`config.mk`:
```
export PLATFORM = sky130hd
export DESIGN_NAME = ram_arbiter
export DESIGN_NICKNAME = d
export VERILOG_FILES = /design/src/rtl/ram_arbiter_pkg.sv /design/src/rtl/ram_arbiter_rr_arb2.sv /design/src/rtl/ram_arbiter.sv
export SDC_FILE = /design/constraint.sdc
export NUM_CORES = 1
export LEC_CHECK = 0
export BUFFER_PORTS_ARGS = -buffer_cell sky130_fd_sc_hd__buf_2
export CAP_MARGIN = 0
export CORE_MARGIN = 2
export CORE_UTILIZATION = 45
export DETAILED_ROUTE_END_ITERATION = 10
export PLACE_DENSITY = 0.75
export SLEW_MARGIN = 30
export SYNTH_ARGS = -nofsm -noshare
export SYNTH_HDL_FRONTEND = slang
export SYNTH_HIERARCHICAL = 1
export SYNTH_SLANG_ARGS = --single-unit
```
`constraint.sdc`:
```
create_clock -name clk_i -period 1.55 [get_ports clk_i]
set_input_delay 0.155 -clock clk_i [delete_from_list [all_inputs] [get_ports clk_i]]
set_output_delay 0.155 -clock clk_i [all_outputs]
set_load 0.05 [all_outputs]
```
`src/rtl/ram_arbiter_pkg.sv`:
```
// Shared definitions for the two-master RAM arbiter.
// FSM state encoding and master identifiers.
package ram_arbiter_pkg;

  typedef enum logic [1:0] {
    IDLE  = 2'd0,
    SERVE = 2'd1,
    ACK   = 2'd2
  } state_e;

  localparam logic M0 = 1'b0;
  localparam logic M1 = 1'b1;

endpackage

```
`src/rtl/ram_arbiter_rr_arb2.sv`:
```
// Two-way round-robin pick.
// The master that did not win last time takes a tie.
module rr_arb2
  import ram_arbiter_pkg::*;
(
  input  logic [1:0] req_i,
  input  logic       last_i,
  output logic       sel_o
);

  always_comb begin
    sel_o = M0;
    if (&req_i)
      sel_o = ~last_i;
    else if (req_i[1])
      sel_o = M1;
  end

endmodule

```
`src/rtl/ram_arbiter.sv`:
```
// Shares one single-port RAM between m0 and m1.
// Round-robin, fixed three-cycle IDLE/SERVE/ACK access.
module ram_arbiter
  import ram_arbiter_pkg::*;
#(
  parameter int AW = 5,
  parameter int DW = 8
) (
  input  logic          clk_i,
  input  logic          rst_i,
  input  logic          m0_req_i,
  input  logic          m0_wen_i,
  input  logic [AW-1:0] m0_addr_i,
  input  logic [DW-1:0] m0_din_i,
  output logic          m0_ack_o,
  output logic [DW-1:0] m0_dout_o,
  input  logic          m1_req_i,
  input  logic          m1_wen_i,
  input  logic [AW-1:0] m1_addr_i,
  input  logic [DW-1:0] m1_din_i,
  output logic          m1_ack_o,
  output logic [DW-1:0] m1_dout_o,
  output logic          ram_wen_o,
  output logic [AW-1:0] ram_addr_o,
  output logic [DW-1:0] ram_din_o,
  input  logic [DW-1:0] ram_dout_i
);

  state_e        state_q;
  logic          last_q;
  logic          sel_q;
  logic          wen_q;
  logic [AW-1:0] addr_q;
  logic [DW-1:0] din_q;
  logic [DW-1:0] dout_q;
  logic          m0_ack_q, m1_ack_q;
  logic [DW-1:0] m0_dout_q, m1_dout_q;

  logic          sel_d;
  logic [DW-1:0] rd_d;

  rr_arb2 u_arb (
    .req_i  ({m1_req_i, m0_req_i}),
    .last_i (last_q),
    .sel_o  (sel_d)
  );

  // After a write the returned data is a don't-care, so reuse dout_q.
  assign rd_d = wen_q ? dout_q : ram_dout_i;

  always_ff @(posedge clk_i) begin
    if (rst_i) begin
      state_q   <= IDLE;
      last_q    <= M1;
      sel_q     <= M0;
      wen_q     <= 1'b0;
      addr_q    <= '0;
      din_q     <= '0;
      dout_q    <= '0;
      m0_ack_q  <= 1'b0;
      m1_ack_q  <= 1'b0;
      m0_dout_q <= '0;
      m1_dout_q <= '0;
    end else begin
      unique case (state_q)
        IDLE: begin
          if (m0_req_i | m1_req_i) begin
            sel_q   <= sel_d;
            wen_q   <= sel_d ? m1_wen_i  : m0_wen_i;
            addr_q  <= sel_d ? m1_addr_i : m0_addr_i;
            din_q   <= sel_d ? m1_din_i  : m0_din_i;
            state_q <= SERVE;
          end
        end
        SERVE: begin
          if (!wen_q)
            dout_q <= ram_dout_i;
          last_q    <= sel_q;
          m0_ack_q  <= (sel_q == M0);
          m1_ack_q  <= (sel_q == M1);
          m0_dout_q <= (sel_q == M0) ? rd_d : '0;
          m1_dout_q <= (sel_q == M1) ? rd_d : '0;
          state_q   <= ACK;
        end
        ACK: begin
          m0_ack_q  <= 1'b0;
          m1_ack_q  <= 1'b0;
          m0_dout_q <= '0;
          m1_dout_q <= '0;
          state_q   <= IDLE;
        end
        default: state_q <= IDLE;
      endcase
    end
  end

  assign ram_wen_o  = (state_q == SERVE) & wen_q & ~rst_i;
  assign ram_addr_o = addr_q;
  assign ram_din_o  = din_q;
  assign m0_ack_o   = m0_ack_q;
  assign m1_ack_o   = m1_ack_q;
  assign m0_dout_o  = m0_dout_q;
  assign m1_dout_o  = m1_dout_q;

endmodule

```
==> run_results.csv <==
group,metric,value,unit
route,postRouteAntennaNets,0,
hold_path,holdPathEnd,"dout_q[4]",
yosys,ys_ff_latch,44,
die,io_pins,72,
global_route,use_met1,0.2170,
sta,hold_violations,0,
setup_path,reg2reg_setup_slack,100,ps
die,row_count,23,
sta,fin_setup_tns,0,ps
clock_network,path_clk_slew,90,ps
yosys,syn_avg_cell_area,10.12,sq um
power_and_ir_drop,p_switching,0.0009948,W
power_and_ir_drop,p_comb_frac,0.293,
clock_network,root_buffer,"clkbuf_8",
setup_path,crit_arrival,1660,ps
clock_network,cts-hold-fix-buffers,0,
global_route,overflow,0,
route,routed_wl,3799,um
setup_path,cp-start-kind,"flip-flop",
die,die_y,68.32,um
finish,fin_cells,311,
sta,maxSlewViolCount,0,
placed_design,portBuffers,71,
power_and_ir_drop,power_density,1194,nW/um^2
yosys,netlist_instances,184,
power_and_ir_drop,pwr-share-seq,0.447,
setup_path,slowest_delay,420,ps
placed_design,hpwl,2788,um
clock_network,htree_levels,2,
setup_path,r2r-start,"state_q[0]",
yosys,syn-num-nets,229,
global_route,grt-busiest-layer,"met2",
route,drcViolationCount,0,
yosys,synth_top_area_share,0.4731,
sta,finalCritPeriodShare,0.9351,
setup_path,path_cells,"inv_1 -> ha_1 -> nand3b_1 -> buf_4 -> o21ai_0",
sta,setup_violations,0,
setup_path,cp_max_fo,8,
yosys,synth.distinct_cells,24,
yosys,synth.largest_area_cell,"dfxtp_1",
hold_path,hold_class,"in -> reg",
clock_network,cts_tree,"done",
clock_network,cts_inserted_buffers,5,
setup_path,ff2ff_path_depth,5,
setup_path,r2r_end,"m0_dout_o[5]",
global_route,gr-usage-all-layers,0.1743,
route,drt_first_pass_iters,4,
sta,min_period,1449,ps
sta,setup_ws,100.7,ps
yosys,synthTopCellsByArea,"dfxtp_1 (47%), mux2i_1 (18%), a211oi_2 (6.7%)",
clock_network,clock_path_buffers,2,
hold_path,min-delay-start,"ram_dout_i[4]",
yosys,ys_seq_area_frac,0.4731,
setup_path,critPathKind,"reg -> reg",
yosys,synth_warnings,6,
sta,slew_headroom,0.7863,
finish,syn_to_final_growth,29.84,%
finish,nNetsFinal,305,
route,post_drt_wl_per_cell,12.22,um
setup_path,crit_path_top_delay_cell,"ha_1",
sta,tightest_slew,320.6,ps
die,core_area,4000,sq um
power_and_ir_drop,leakage,1.083,nW
die,initial_core_util,0.4654,
finish,diodes,0,
global_route,gr-usage-met3,0.03454,
hold_path,whs_path_depth,3,
setup_path,critPathRequiredTime,1760,ps
placed_design,dp_cells,302,
run_status,outcome,"finished, final reports clean",
power_and_ir_drop,vdd_drop_max,786.3,uV
power_and_ir_drop,clkPwrFrac,0.260,
die,fp.dieArea,4668,sq um
finish,final_common_cell,"buf_2",
flow_run,max_cap_violations,0,
global_route,antenna_found_initial,0,
setup_path,critPathBufInv,2,
clock_network,clkLatencyLatePin,300,ps
power_and_ir_drop,p_sw_frac,0.3446,
global_route,grt_pass1_wl,5989,um
setup_path,path_delay_family,"adder cells",
power_and_ir_drop,intPower,0.001892,W
clock_network,cts.sinks,44,
sta,clock.fmax,690.0,MHz
route,drtIter0Drc,68,
global_route,grt_max_degree,30,
sta,clock_skew,8.467,ps
finish,drive_above_1_share,0.3946,
global_route,grt_util_met2,0.2803,
die,die_x,68.32,um
placed_design,place_ws,49.79,ps
setup_path,end_kind,"flip-flop",
route,routed_via_density,4.833,
placed_design,gp_congestion,0.7770,
yosys,syn_area,1862,sq um
finish,final_cell_mix,"buf_2 (70), dfxtp_1 (44), mux2i_1 (33)",
route,vias,1503,
global_route,grt_pass1_vias,1370,
-- power groups by stage --
stage	sequential, W	combinational [W]	clock, W
floorplan	0.00158	0.000364	0
global route	0.00131	0.000904	0.000826
global placement	0.00131	0.000828	0
CTS	0.00129	0.000845	0.000773
finish	0.00129	0.000845	0.000751
detailed placement	0.00132	0.000843	0
-- layer usage --
metal / part of all wire / wire [um]
met5: 0 / 0
met4: 0.025 / 94
met3: 0.045 / 170
met2: 0.47 / 1790
met1: 0.46 / 1743
-- how the worst max path moves through the flow --
stage	start	slack (ps)	to	cells after the start
floorplan	state_q[1]	100	ram_wen_o	4
CTS	state_q[1]	10	ram_wen_o	5
finish	state_q[0]	100	m0_dout_o[5]	5
global route	state_q[0]	-5	m0_dout_o[5]	5
global placement	state_q[1]	160	m0_dout_o[5]	4
detailed placement	state_q[0]	50	m0_dout_o[5]	4
-- worst register-to-register path, cell delays in order (launching register included) --
cell      delay (ps)
dfxtp_1          390
inv_1             90
ha_1             420
nand3b_1         110
buf_4            170
o21ai_0          200
-- layout make-up --
| cell class | count | area (sq um) |
|---|---|---|
| Clock buffer | 6 | 82.58 |
| Inverter | 2 | 7.507 |
| Tap cell | 50 | 62.56 |
| Fill cell | 357 | 1583 |
| Multi-Input combinational cell | 127 | 902.1 |
| Sequential cell | 44 | 880.8 |
| Clock inverter | 2 | 15.01 |
| Timing Repair Buffer | 80 | 466.7 |
-- through the flow --
step                hold WS, ps  cell area, sq um    util  total power [W]
floorplan                 302.2              1862       -         0.001940
global placement          406.8              2298  0.5746         0.002142
detailed placement        420.8              2298  0.5746         0.002159
CTS                       105.6              2396  0.5990         0.002908
global route              113.5              2417  0.6043         0.003035
finish                    109.9              2417  0.6043         0.002887
-- kinds of logic (layout without fill, tap and decap cells) --
| logic type | Yosys count | after routing | share of synthesized area |
|---|---|---|---|
| fa+ha+maj | 5 | 5 | 0.03360 |
| mux | 33 | 33 | 0.1774 |
| compound gates | 34 | 34 | 0.1438 |
| buf+inv | 13 | 90 | 0.04637 |
| flops | 44 | 44 | 0.4731 |
| simple gates | 55 | 55 | 0.1257 |
-- sequential cells by signal, indices dropped and copies added, names as in the netlist --
name and count:
dout_q 8, last_q 1, m0_ack_o 1, m0_dout_o 8, m1_ack_o 1, m1_dout_o 8, ram_addr_o 5, ram_din_o 8
sel_q 1, state_q 2, wen_q 1
-- synth_stat cells, drive strengths merged --
cell type and n:
a211o 1, a211oi 14, a21boi 1, a21oi 1, buf 11, dfxtp 44, ha 5, inv 2
mux2i 33, nand2 17, nand2b 1, nand3 1, nand3b 2, nor2 29, nor2b 2, nor3 1
nor3b 2, o21a 1, o21ai 16
-- timing repair --
action / 4_1_cts / 5_1_grt
setup buffers: 0 / 1
setup endpoints to repair: 0 / 16
gates resized for setup: 0 / 6
(Power assumes the default switching activity.)
